<file path="src/rtl/mem_pkg.sv">
// Shared types and helpers for the byte-enabled register-file memory bank.
// Holds the clear-sequencer state type and the byte-lane mask expansion.
package mem_pkg;

  typedef enum logic {ST_IDLE, ST_CLEAR} mem_state_t;

  // Widest supported word is MAX_NB bytes; callers truncate the result to their width.
  localparam int MAX_NB = 32;

  function automatic logic [MAX_NB*8-1:0] be_expand(input logic [MAX_NB-1:0] be);
    logic [MAX_NB*8-1:0] m;
    m = '0;
    for (int i = 0; i < MAX_NB; i++) begin
      m[i*8 +: 8] = {8{be[i]}};
    end
    return m;
  endfunction

endpackage

</file>
<file path="src/rtl/mem_row_be.sv">
// One flop-based memory row: async reset, synchronous clear and a per-bit
// write mask built from the byte enables.
module mem_row_be #(
  parameter int WIDTH = 16
) (
  input  logic             clkp,
  input  logic             rstp,
  input  logic             clr,
  input  logic             wen,
  input  logic [WIDTH-1:0] mask,
  input  logic [WIDTH-1:0] din,
  output logic [WIDTH-1:0] q
);

  logic [WIDTH-1:0] q_r;

  // Row storage; clear has priority over a masked write.
  always_ff @(posedge clkp or posedge rstp) begin
    if (rstp) begin
      q_r <= '0;
    end else if (clr) begin
      q_r <= '0;
    end else if (wen) begin
      q_r <= (q_r & ~mask) | (din & mask);
    end else begin
      q_r <= q_r;
    end
  end

  assign q = q_r;

endmodule

</file>
<file path="src/rtl/mem_bank_be.sv">
// Single-port register-file memory with byte write enables, registered read
// with valid strobe, out-of-range error pulse and a hardware row-clear sequencer.
module mem_bank_be
  import mem_pkg::*;
#(
  parameter  int WIDTH = 16,
  parameter  int DEPTH = 8,
  localparam int AW    = $clog2(DEPTH),
  localparam int NB    = WIDTH / 8
) (
  input  logic             clkp,
  input  logic             rstp,
  input  logic             cs,
  input  logic             we,
  input  logic [NB-1:0]    be,
  input  logic [AW-1:0]    addr,
  input  logic [WIDTH-1:0] din,
  output logic [WIDTH-1:0] dout,
  output logic             rvalid,
  output logic             err,
  input  logic             clr_req,
  output logic             busy
);

  mem_state_t       state_r;
  logic [AW-1:0]    ptr_r;
  logic [WIDTH-1:0] dout_r;
  logic             rvalid_r;
  logic             err_r;
  logic             busy_r;

  logic             in_range_s;
  logic             acc_s;
  logic [WIDTH-1:0] mask_s;
  logic [WIDTH-1:0] rd_data_s;
  logic [DEPTH-1:0] wen_s;
  logic [DEPTH-1:0] clr_row_s;
  logic [WIDTH-1:0] rows_s [DEPTH];

  // Extra top bit keeps the compare valid when DEPTH is a power of two.
  assign in_range_s = ({1'b0, addr} < (AW+1)'(DEPTH));
  assign acc_s      = (state_r == ST_IDLE) && cs && !clr_req;
  assign mask_s     = WIDTH'(be_expand(MAX_NB'(be)));

  for (genvar g = 0; g < DEPTH; g++) begin : g_row
    assign wen_s[g]     = acc_s && we && (addr == AW'(g));
    assign clr_row_s[g] = (state_r == ST_CLEAR) && (ptr_r == AW'(g));

    mem_row_be #(
      .WIDTH (WIDTH)
    ) u_row (
      .clkp (clkp),
      .rstp (rstp),
      .clr  (clr_row_s[g]),
      .wen  (wen_s[g]),
      .mask (mask_s),
      .din  (din),
      .q    (rows_s[g])
    );
  end

  // Read mux; an address matching no row yields zero.
  always_comb begin
    rd_data_s = '0;
    for (int i = 0; i < DEPTH; i++) begin
      rd_data_s = rd_data_s | ((addr == AW'(i)) ? rows_s[i] : '0);
    end
  end

  // Clear sequencer and registered read/err/busy outputs.
  always_ff @(posedge clkp or posedge rstp) begin
    if (rstp) begin
      state_r  <= ST_IDLE;
      ptr_r    <= '0;
      dout_r   <= '0;
      rvalid_r <= 1'b0;
      err_r    <= 1'b0;
      busy_r   <= 1'b0;
    end else begin
      case (state_r)
        ST_IDLE: begin
          if (clr_req) begin
            state_r  <= ST_CLEAR;
            ptr_r    <= '0;
            busy_r   <= 1'b1;
            rvalid_r <= 1'b0;
            err_r    <= 1'b0;
            dout_r   <= dout_r;
          end else begin
            state_r  <= ST_IDLE;
            ptr_r    <= ptr_r;
            busy_r   <= 1'b0;
            rvalid_r <= cs && !we;
            err_r    <= cs && !in_range_s;
            if (cs && !we) begin
              dout_r <= rd_data_s;
            end else begin
              dout_r <= dout_r;
            end
          end
        end
        ST_CLEAR: begin
          rvalid_r <= 1'b0;
          err_r    <= 1'b0;
          dout_r   <= dout_r;
          if (ptr_r == AW'(DEPTH-1)) begin
            state_r <= ST_IDLE;
            ptr_r   <= '0;
            busy_r  <= 1'b0;
          end else begin
            state_r <= ST_CLEAR;
            ptr_r   <= ptr_r + AW'(1);
            busy_r  <= 1'b1;
          end
        end
        default: begin
          state_r  <= ST_IDLE;
          ptr_r    <= '0;
          dout_r   <= dout_r;
          rvalid_r <= 1'b0;
          err_r    <= 1'b0;
          busy_r   <= 1'b0;
        end
      endcase
    end
  end

  assign dout   = dout_r;
  assign rvalid = rvalid_r;
  assign err    = err_r;
  assign busy   = busy_r;

endmodule

</file>
<file path="config.mk">
export PLATFORM = sky130hd
export DESIGN_NAME = mem_bank_be
export DESIGN_NICKNAME = d
export VERILOG_FILES = /design/src/rtl/mem_pkg.sv /design/src/rtl/mem_row_be.sv /design/src/rtl/mem_bank_be.sv
export SDC_FILE = /design/constraint.sdc
export NUM_CORES = 1
export LEC_CHECK = 0
export ABC_AREA = 0
export BUFFER_PORTS_ARGS = -buffer_cell sky130_fd_sc_hd__clkbuf_2
export CAP_MARGIN = 20
export CORE_UTILIZATION = 55
export CTS_CLUSTER_DIAMETER = 150
export CTS_CLUSTER_SIZE = 30
export DETAILED_ROUTE_END_ITERATION = 7
export PLACE_DENSITY = 0.71
export SYNTH_ARGS = -nofsm -noshare
export SYNTH_HDL_FRONTEND = slang
export SYNTH_HIERARCHICAL = 1
export SYNTH_SLANG_ARGS = --single-unit
</file>
<file path="constraint.sdc">
create_clock -name clkp -period 3.8 [get_ports clkp]
set_clock_uncertainty 0.05 [all_clocks]
set_input_delay 0.57 -clock clkp [delete_from_list [all_inputs] [get_ports clkp]]
set_output_delay 0.57 -clock clkp [all_outputs]
set_load 0.01 [all_outputs]
</file>
# Yosys cells after proc, flatten, opt, wreduce, memory -nomap -nowiden
# Index checks and enable logic that the tools add are counted.
[word_totals]
ff_bits = 149
input_bits = 26
out_inout_bits = 19
word_cells = 124
[op_classes]
add_sub_neg = 1
n_eq_ne = 17
n_mux = 35
n_bitwise = 26
reduce_logical = 33
[ops]
columns = ["operator", "n"]
rows = [
  ["16-bit two-way mux", 27],
  ["16-bit bitwise OR", 15],
  ["16-bit bitwise AND", 9],
  ["3-bit equality test, second input constant", 8],
  ["1-bit logical AND", 20],
  ["16-bit NOT", 1],
  ["2-bit nonzero test", 8],
  ["3-bit by 2-bit equality test with 1-bit output, second input constant", 4],
  ["3-bit by 1-bit equality test with 1-bit output, second input constant", 2],
  ["3-bit zero test", 2],
  ["3-bit two-way mux", 2],
  ["3-bit one-hot mux with 2 select lines", 1],
  ["2-bit inequality test, second input constant", 2],
  ["1-bit one-hot mux with 2 select lines", 2],
  ["3-bit by 1-bit adder with 3-bit output, second input constant", 1],
  ["1-bit two-way mux", 3],
  ["3-bit AND reduction", 1],
  ["1-bit zero test", 2],
  ["2-bit by 1-bit inequality test with 1-bit output, second input constant", 1],
  ["1-bit NOT", 1],
]

# Logic depth before layout (Yosys ltp)
# Gate-level depths: netlist of run 1.
[depth]
ltp_word = 12
mapped_depth = 8
mapped_depth_nobuf = 5

# By module
# The synthesis of run 1 kept the hierarchy.
[by_module_without_submodules]
columns = ["module", "n_inst", "cells_each", "area_per_inst_um2", "seq_area_each_um2"]
rows = [
  ["mem_row_be", 8, 70, 802.0, 400.4],
  ["mem_bank_be", 1, 238, 2322.2, 525.5],
]

# Worst setup path after synthesis of run 1
# OpenSTA, ideal clock, no wires.
[synth_timing]
path_kind = "input -> register"
startpoint = "in addr[1]"
endpoint = "reg g_row[3].u_row.q_r[0]"
setup_time_ns = 0.073
t_arrival_ns = 1.752
required_ns = 3.677
slack_ns = 1.925
stages = 8
path_buffers = 4
cell_sequence = "buf_6 > buf_6 > buf_6 > nand2_1 > nor2_1 > buf_4 > nand3_1 > a21oi_2"
[synth_via]
elab_chain_len = 3
[synth_rtl]
columns = ["element", "line_no", "text"]
rows = [
  ["from (decl)", "mem_bank_be.sv:16", "input logic [AW-1:0] addr,"],
  ["3-bit by 2-bit equality test with 1-bit output", "mem_bank_be.sv:46", "assign wen_s[g] = acc_s && we && (addr == AW'(g));"],
  ["1-bit logical AND", "mem_bank_be.sv:46", ""],
  ["net wen_s[3]", "mem_bank_be.sv:36", "logic [DEPTH-1:0] wen_s;"],
  ["2-bit nonzero test (no source line)", "n/a", ""],
  ["to (signal assigned)", "mem_row_be.sv:24", "q_r <= (q_r & ~mask) | (din & mask);"],
  ["to (signal assigned)", "mem_row_be.sv:26", "q_r <= q_r;"],
  ["to (decl)", "mem_row_be.sv:15", "logic [WIDTH-1:0] q_r;"],
]
# The timed path passes the listed nets, and every way through them passes these cells.
# A chain may end at the register's enable or synchronous reset.

# Final worst setup path of run 1
[layout_timing]
startpoint = "reg state_r"
endpoint = "reg g_row[0].u_row.q_r[14]"
[layout_via]
elab_chain_len = 6
word_cells_on_any_way = 8
cone_classes = "mux: 1; bitwise: 1; reduce/logical: 6"
[layout_rtl]
columns = ["element", "line_no", "text"]
rows = [
  ["from (decl)", "mem_bank_be.sv:25", "mem_state_t state_r;"],
  ["from (signal assigned)", "mem_bank_be.sv:73", "state_r <= ST_IDLE;"],
  ["from (signal assigned)", "mem_bank_be.sv:83", "state_r <= ST_CLEAR;"],
  ["from (signal assigned)", "mem_bank_be.sv:90", "state_r <= ST_IDLE;"],
  ["1-bit NOT (no source line)", "n/a", ""],
  ["1-bit logical AND (2 in a row)", "mem_bank_be.sv:42", "assign acc_s = (state_r == ST_IDLE) && cs && !clr_req;"],
  ["1-bit logical AND (2 in a row)", "mem_bank_be.sv:46", ""],
  ["net wen_s[0]", "mem_bank_be.sv:36", ""],
  ["2-bit nonzero test (no source line)", "n/a", ""],
  ["to (signal assigned)", "mem_row_be.sv:24", ""],
  ["to (signal assigned)", "mem_row_be.sv:26", ""],
  ["to (decl)", "mem_row_be.sv:15", ""],
]
# The timed path passes the listed nets, and every way through them passes these cells.

==> out/qor.txt, run 1 <==
Routability cong. - 0.884
Htree depth - 4
Reg2reg end - g_row[0].u_row/q[14]
GRT overflow - 0
Synthesized area per cell - 11.0 um^2
Post-route cell area - 9650 um^2
Fill count - 1,219
Flop2flop setup slack - 0.92 ns
CP Capture Type - register
Gr usage total - 33.2%
Pre-CTS setup slack - 0.905 ns
Outcome - finished, final reports clean
Drt drc - 0
Final WL - 25,800 um
Avg WL per Cell - 24.7 um
Setup bufs post-CTS - 0
Final Cycle Share - 75.7%
Clock sink count - 149
Pwr dens - 518 nW/um^2
Slowest CP cell - nor4bb_1
Layout Nets - 852
Hold slack - 0.249 ns
First-pass GRT wire length - 40,500 um
First drt pass iteration count - 5
Top-level I/O count - 45
Register bit total from synthesis - 149
Rows - 45
Clock transition at path regs - 0.06 ns
Final Util - 62.8%
Crit Reg-Reg Startpoint - state_r
Die W - 128 um
PostCTS Resize Cnt - 0
Actual transition at the worst max-transition pin - 1.14 ns
DRT antenna net count - 0
Count of final hold-check violations - 0
CTS Buffer Depth - 2
Commonest cells after routing, fill and taps aside - dfrtp_1, nand3_1, a21bo_1
Vias per inst - 6.64
Worst skew pair latency - 0.43 ns
Die height - 128 um
CORE AREA - 15,400 um^2
Arrival time worst endpoint - 3.09 ns
Initial DRC count - 768
Max Cap Violations - 0
Worst Setup SP - state_r
Vias in the first global route - 6,854
Placed inst area - 8920 um^2
Critical Path Source Type - register
Count of final setup violators - 0
Diodes inserted - 0
Area Overhead vs Synth - 10.5%
Leak Pwr - 4.19 nW
Total chip power - 5.00 mW
CTS buffer count - 17
CTS Hold Buffers Added - 0
Most common cell after layout, fill and taps aside - dfrtp_1
WS Path Type - reg2reg
CP peak stage delay - 0.66 ns
Post-synthesis cell area - 8740 um^2
HP Class - in2async
Clock root cell - clkbuf_16
Starting Density - 56.8%
Placed Instances - 1,010
Synth Net Count - 830
Die area - 16,400 um^2
CP cell instances - nor4bb_1 > nand2_1 > nor2_2 > buf_4 > a21bo_2 > a21oi_1
Critical Path End - g_row[0].u_row/q[14]
TritonCTS clock tree - built
Post-Layout Cell Count - 1,043
Share of cells above drive strength 1 - 26.4%
Sequential fraction of the synthesis area - 42.7%
Final setup margin - 0.923 ns
Setup TNS - 0 ns
Worst r2r path cells - 6
Largest net degree at the start of global routing - 66
Syn Inst Count - 798
Crit path time final - 2.88 ns
PortBufs - 43
Final Max Tran Viols - 0
Worst vdd ir - 435 uV
RSZ-0062 raised after global routing - no
Slew headroom - 23.8%
Synth cell types - 49
Initial antenna violation count - 0
Required time of the critical path - 4.01 ns
Hpwl dp - 15,800 um
Via count - 6,924
CP max FO - 22
F_max - 0.348 GHz
Synth warn - 6
## cells in the mapped netlist, drive strengths merged
cell type / number / area share (%)
or3b: 2 / 0.20
nand3: 130 / 7.4
o31ai: 2 / 0.17
o221ai: 5 / 0.64
and3: 7 / 0.50
nor2: 19 / 0.82
and2: 7 / 0.50
a311oi: 1 / 0.10
nand4: 1 / 0.072
mux2i: 33 / 3.8
nand2: 5 / 0.21
ha: 6 / 0.86
or2: 1 / 0.072
o221a: 1 / 0.13
a21bo: 128 / 15
clkbuf: 11 / 0.59
dfrtp: 149 / 43
nor3b: 4 / 0.34
a41oi: 8 / 1.3
nor4bb: 2 / 0.23
o22a: 8 / 0.80
inv: 15 / 0.64
a21oi: 128 / 11
conb: 1 / 0.043
mux2: 1 / 0.17
o21ai: 13 / 0.74
o32a: 8 / 0.92
and4b: 1 / 0.11
buf: 54 / 5.1
nor2b: 4 / 0.29
a31oi: 3 / 0.21
nand2b: 7 / 0.53
and3b: 16 / 1.6
a21o: 4 / 0.34
nand3b: 5 / 0.43
mux4: 6 / 1.6
nor4b: 1 / 0.27
o22ai: 1 / 0.072
## kinds of logic (layout without fill, tap and decap cells)
group                    after synthesis  in the layout  synth area share [%]
AND/OR/NAND/NOR                      212            212                  13.6
multiplexers                          40             40                  5.54
other                                  1              1                0.0429
adder cells (fa/ha/maj)                6              6                 0.859
AO/OA/AOI/OAI                        310            310                  30.9
buffers and inverters                 80            114                  6.37
flip-flops                           149            149                  42.7
## where the power goes
part           switching, mW  internal (mW)  total (mW)
Clock                  0.666           1.31        1.98
Sequential             0.158           1.78        1.94
Combinational          0.690          0.392        1.08
Total                   1.51           3.49        5.00
## per-layer routing
| metal | up-vias | part of all wire, % | GRT usage (%) |
|---|---|---|---|
| met3 | 40 | 8.7 | 8.47 |
| met2 | 392 | 47 | 51.8 |
| met4 | 0 | 1.9 | 10.9 |
| met1 | 3498 | 43 | 45.3 |
| met5 | - | 0 | 0 |
| li1 | 2994 | - | - |
## sequential cells by signal, indices dropped and copies added (netlist names)
name / flops
rvalid: 1
dout: 16
g_row.u_row/q: 128
state_r: 1
ptr_r: 3
## how the worst min path moves through the flow
stage | slack (ns) | start | to | cells past startpoint
5_1_grt | 0.29 | rstp | dout[12] | 2
2_1_floorplan | 0.43 | rstp | g_row[0].u_row/q[0] | 1
4_1_cts | 0.30 | rstp | g_row[2].u_row/q[4] | 2
3_5_place_dp | 0.45 | dout[6] | dout[6] | 1
6_report | 0.25 | rstp | dout[8] | 2
3_3_place_gp | 0.45 | dout[4] | dout[4] | 1
## critical path, delay by kind of cell, from the launching register on
| family | cells | cell delay (ns) |
|---|---|---|
| and+or+nand+nor | 3 | 1.46 |
| DFF | 1 | 0.54 |
| buffers and inverters | 1 | 0.41 |
| AOI/OAI and AO/OA | 2 | 0.24 |
## area by class of cell
type	count	area, um^2	area share, %
clock buffers	22	494	5.12
clock inverters	9	195	2.02
inverters	15	56.3	0.583
multi-input cells	569	4470	46.3
flip-flops and latches	149	3730	38.6
well taps	211	264	2.74
repair buffers	68	440	4.56
Power figures use the tool's default switching activity.
==> inputs of run 2 (changes only) <==
==> constraint.sdc (replaced) <==
create_clock -name clkp -period 2.8 [get_ports clkp]
set_clock_uncertainty 0.05 [all_clocks]
set_input_delay 0.42 -clock clkp [delete_from_list [all_inputs] [get_ports clkp]]
set_output_delay 0.42 -clock clkp [all_outputs]
set_load 0.01 [all_outputs]
==> run 2 against run 1 <==
  * Cell area increased by 0.75%
  * Critical path type unchanged
  * Largest power group is now registers
  * Largest cell class unchanged
  * Clock-buffer cell count decreased by 2
  * Flip-flop and latch count unchanged
  * Final cell count increased by 1.4%
==> out/qor.txt, run 2 (synthesized netlist as in run 1, its figures left out) <==
Outcome - finished, final reports clean
Reg2reg end - g_row[6].u_row/q[14]
Top-level I/O count - 45
Buf/Inv on CP - 1
Clock sink count - 149
PortBufs - 43
CP peak stage delay - 0.47 ns
Critical path depth - 6
Arrival time worst endpoint - 2.40 ns
Share of cells above drive strength 1 - 27.7%
Count of final hold-check violations - 0
Max Cap Violations - 0
GRT overflow - 0
First drt pass iteration count - 5
CP max FO - 8
Count of final setup violators - 0
Largest register FFs - 128
TritonCTS clock tree - built
Pre-CTS setup slack - 0.425 ns
Drt drc - 0
Area occupied by multi-input gates - 4470 um^2
Final setup margin - 0.692 ns
Worst vdd ir - 568 uV
Crit path time final - 2.11 ns
Via count - 7,121
RSZ-0062 raised after global routing - no
Net Sw Frac - 31.7%
Clock transition at path regs - 0.06 ns
Final Util - 63.3%
P_sw - 2.12 mW
Pwr dens - 686 nW/um^2
Starting Density - 56.8%
Sequential share of power - 39.2%
CP Capture Type - register
Setup bufs post-CTS - 0
Critical Path End - g_row[6].u_row/q[14]
Hpwl dp - 16,500 um
F_max - 0.474 GHz
Register area - 3730 um^2
CP top delay family - simple AND/OR/NAND/NOR gates
Setup TNS - 0 ns
Worst r2r path cells - 6
Leak Pwr - 4.23 nW
Required time of the critical path - 3.09 ns
Layout Nets - 865
Slew headroom - 29.8%
WS Path Type - reg2reg
Avg WL per Cell - 25.3 um
Internal power - 4.55 mW
Actual transition at the worst max-transition pin - 1.05 ns
Die height - 128 um
CTS buffer count - 17
Initial DRC count - 814
DRT antenna net count - 0
Clock power frac - 37.4%
Worst Setup SP - state_r
First-pass GRT wire length - 41,800 um
Routability cong. - 0.891
Worst skew pair latency - 0.43 ns
Htree depth - 4
Area Overhead vs Synth - 11.3%
Vias per inst - 6.73
Largest net degree at the start of global routing - 81
Die W - 128 um
Final Cycle Share - 75.3%
Flop2flop setup slack - 0.69 ns
Gr usage total - 34.4%
Commonest cells after routing, fill and taps aside - dfrtp_1, nand3_1, a21bo_1
Die area - 16,400 um^2
Slowest CP cell - nor4bb_1
Initial antenna violation count - 1
CTS Hold Buffers Added - 0
Combinational Power Share - 23.4%
CTS Buffer Depth - 2
Fill count - 1,259
CP cell instances - nor4bb_1 > nand2_1 > nor2_2 > buf_4 > nand3_1 > a21oi_1
CORE AREA - 15,400 um^2
Placed Instances - 1,023
Clock root cell - clkbuf_16
Post-Layout Cell Count - 1,058
Hold slack - 0.159 ns
PostCTS Resize Cnt - 0
HP Class - in2async
Most common cell after layout, fill and taps aside - dfrtp_1
Final WL - 26,700 um
Vias in the first global route - 7,178
Critical Path Source Type - register
Final Max Tran Viols - 0
Crit Reg-Reg Startpoint - state_r
Rows - 45
run 2: power by group through the flow:
stage | clock network, mW | logic (mW) | registers, mW
after global routing | 2.63 | 1.67 | 2.63
after CTS | 2.52 | 1.52 | 2.61
after global placement | 0 | 1.46 | 2.63
after floorplan | 0 | 0.910 | 2.63
after detailed placement | 0 | 1.51 | 2.64
final | 2.49 | 1.56 | 2.61
run 2: how the worst min path moves through the flow:
stage / slack (ns) / to / depth (start not counted)
after floorplan: 0.28 / g_row[0].u_row/q[0] / 1
after global placement: 0.45 / dout[0] / 1
after detailed placement: 0.46 / dout[4] / 1
after CTS: 0.16 / dout[14] / 2
after global routing: 0.18 / dout[10] / 2
final: 0.16 / g_row[6].u_row/q[0] / 2
run 2: metal layers:
| metal | vias up | part of all wire (%) | global-route usage (%) |
|---|---|---|---|
| li1 | 3016 | - | - |
| met1 | 3667 | 43 | 47.3 |
| met2 | 386 | 47 | 53.1 |
| met3 | 52 | 8.0 | 8.56 |
| met4 | 0 | 2.4 | 12.2 |
| met5 | - | 0 | 0 |
run 2: area by class of cell:
class	instances	share of cell area, %
Clock buffer	20	4.80
Antenna cell	1	0.0257
Timing Repair Buffer	81	5.74
Tap cell	211	2.71
Inverter	15	0.579
Multi-Input combinational cell	569	46.0
Clock inverter	12	1.80
Sequential cell	149	38.3
run 2: worst register-to-register path, stage by stage (launching register included):
cell and delay [ns]:
dfrtp_1 0.38, nor4bb_1 0.47, nand2_1 0.25, nor2_2 0.39
buf_4 0.23, nand3_1 0.08, a21oi_1 0.18
run 2: per-stage QoR:
step / total power, mW / area [um^2]
floorplan: 3.54 / 8740
global placement: 4.08 / 9050
detailed placement: 4.15 / 9050
CTS: 6.64 / 9690
global route: 6.93 / 9720
finish: 6.67 / 9720
==> inputs of run 3 (changes only) <==
--- a/config.mk
+++ b/config.mk
@@ -12,7 +12,7 @@
 export CTS_CLUSTER_DIAMETER = 150
 export CTS_CLUSTER_SIZE = 30
 export DETAILED_ROUTE_END_ITERATION = 7
-export PLACE_DENSITY = 0.71
+export PLACE_DENSITY = 0.74
 export SYNTH_ARGS = -nofsm -noshare
 export SYNTH_HDL_FRONTEND = slang
 export SYNTH_HIERARCHICAL = 1
==> constraint.sdc (replaced) <==
create_clock -name clkp -period 1.7 [get_ports clkp]
set_clock_uncertainty 0.05 [all_clocks]
set_input_delay 0.255 -clock clkp [delete_from_list [all_inputs] [get_ports clkp]]
set_output_delay 0.255 -clock clkp [all_outputs]
set_load 0.01 [all_outputs]
==> run 3 against run 2 <==
  * The run now ends with setup timing left
  * Via count up 7.5%
  * Global-route usage up 0.89 points
  * Flip-flop and latch count unchanged
  * Wire length up 13%
  * Die area unchanged
  * Sequential power up 65%
  * Clock power up 56%
  * Non-clock buffer count up 66
  * Critical path type unchanged
==> out/qor.txt, run 3 (synthesized netlist as in run 1, its figures left out) <==
Largest register FFs - 128
Worst skew pair latency - 0.43 ns
Largest net degree at the start of global routing - 72
Hpwl dp - 17,200 um
Top-level I/O count - 45
Final Max Tran Viols - 0
Routability cong. - 0.868
DRT antenna net count - 0
Clock sink count - 149
Crit Reg-Reg Startpoint - state_r
Sequential share of power - 38.6%
PortBufs - 43
Net Sw Frac - 32.3%
Hold Startpoint - be[1]
TritonCTS clock tree - built
Hold Path Sink - g_row[1].u_row/q[10]
Count of final hold-check violations - 0
Die height - 128 um
Worst r2r path cells - 8
Reg2reg end - g_row[2].u_row/q[0]
Outcome - finished, violations left
Area Overhead vs Synth - 24.1%
Post-Layout Cell Count - 1,123
CP max FO - 7
Crit path time final - 1.88 ns
Final setup margin - -0.177 ns
Placed Instances - 1,064
Failing checks - setup timing
Pwr dens - 1030 nW/um^2
Slew headroom - 63.9%
Layout Nets - 931
CTS Buffer Depth - 2
Internal power - 7.53 mW
Share of cells above drive strength 1 - 35.1%
Required time of the critical path - 2.01 ns
Rows - 45
Fill count - 1,031
Via count - 7,653
Most common cell after layout, fill and taps aside - dfrtp_1
Combinational Power Share - 26.5%
Count of final setup violators - 120
Starting Density - 56.8%
Placed inst area - 9560 um^2
Critical Path Source Type - register
Arrival time worst endpoint - 2.18 ns
WS Path Type - reg2reg
Initial DRC count - 1,059
P_sw - 3.59 mW
Flop2flop setup slack - -0.18 ns
Final WL - 30,100 um
Die area - 16,400 um^2
CTS buffer count - 17
Worst vdd ir - 1020 uV
Clock power frac - 34.9%
Post-route cell area - 10,800 um^2
Drt drc - 0
CORE AREA - 15,400 um^2
Actual transition at the worst max-transition pin - 0.540 ns
Max Cap Violations - 0
First drt pass iteration count - 5
Vias in the first global route - 7,439
Vias per inst - 6.81
Leak Pwr - 4.71 nW
F_max - 0.533 GHz
GRT overflow - 0
Worst hold path stage count - 3
Clock root cell - clkbuf_16
Avg WL per Cell - 26.8 um
First-pass GRT wire length - 42,900 um
Initial antenna violation count - 2
Htree depth - 4
Clock transition at path regs - 0.06 ns
RSZ-0062 raised after global routing - yes
Final Cycle Share - 110%
CP Capture Type - register
HP Class - in2reg
Gr usage total - 35.3%
Die W - 128 um
Commonest cells after routing, fill and taps aside - dfrtp_1, nand3_1, a21bo_1
run 3: cell count changes in the layout (fill, tap and decap cells not counted), moves of 4 or more:
cell       previous run  this run
clkbuf_16            17        25
a21oi_1              48        32
nor2_4                0         8
buf_4                35        53
nand3_2               0         4
nor2_2                8         0
buf_12                3        26
a21oi_2              80        96
nand3_1             130       126
buf_8                 2         6
buf_6                 0        11
run 3: layer usage:
metal | track usage (%) | part of all wire, % | vias up
met3 | 8.35 | 12 | 127
met1 | 46.8 | 38 | 3809
met5 | 0 | 0 | -
met2 | 54.0 | 45 | 565
li1 | - | - | 3152
met4 | 18.7 | 5.1 | 0
run 3: how the worst max path moves through the flow:
| stage | from | cells after the start | slack [ns] | end |
|---|---|---|---|---|
| after floorplan | state_r | 6 | -0.05 | g_row[0].u_row/q[0] |
| final | state_r | 8 | -0.18 | g_row[2].u_row/q[0] |
| after CTS | state_r | 7 | -0.09 | g_row[2].u_row/q[0] |
| after global routing | state_r | 8 | -0.21 | g_row[2].u_row/q[0] |
| after detailed placement | we | 8 | -0.23 | g_row[2].u_row/q[7] |
| after global placement | we | 8 | -0.18 | g_row[2].u_row/q[14] |
run 3: area by class of cell:
type                            instances  area, um^2  area share, %
Antenna cell                            2        5.00         0.0462
Clock buffer                           20         457           4.21
Clock inverter                         10         131           1.21
Inverter                               15        56.3          0.519
Multi-Input combinational cell        569        4620           42.6
Sequential cell                       149        3730           34.4
Tap cell                              211         264           2.44
Timing Repair Buffer                  147        1580           14.5
run 3: stage by stage:
step / power [mW] / worst slack (ns) / util [%] / TNS [ns] / hold WS, ns
2_1_floorplan: 5.84 / -0.0537 / - / -5.01 / 0.119
3_3_place_gp: 6.98 / -0.176 / 62.2 / -17.21 / 0.222
3_5_place_dp: 7.07 / -0.227 / 62.2 / -24.28 / 0.227
4_1_cts: 10.9 / -0.0921 / 67.4 / -6.26 / 0.0862
5_1_grt: 11.5 / -0.207 / 70.5 / -15.63 / 0.0910
6_report: 11.1 / -0.177 / 70.5 / -9.62 / 0.0930
run 3: worst max-delay path, stage by stage (launching register included):
cell and delay, ns:
dfrtp_1 0.41, nor4bb_4 0.30, buf_4 0.19, nand2_4 0.11
nor2_4 0.15, buf_12 0.15, buf_12 0.13, nand3_1 0.11
a21oi_2 0.18
run 3: repair_timing:
action / in CTS / in global routing
endpoints found under the hold margin: 61 / 0
setup endpoints to repair: 128 / 134
resized for setup: 33 / 40
hold buffers: 1 / 0
setup buffers: 2 / 12
cloned: 4 / 10
pin swaps: 5 / 10
run 3: power groups by stage:
| stage | Clock, mW | Combinational (mW) | Sequential [mW] |
|---|---|---|---|
| global route | 4.04 | 3.10 | 4.33 |
| CTS | 3.86 | 2.80 | 4.27 |
| finish | 3.88 | 2.94 | 4.30 |
| global placement | 0 | 2.68 | 4.30 |
| detailed placement | 0 | 2.75 | 4.33 |
| floorplan | 0 | 1.50 | 4.34 |
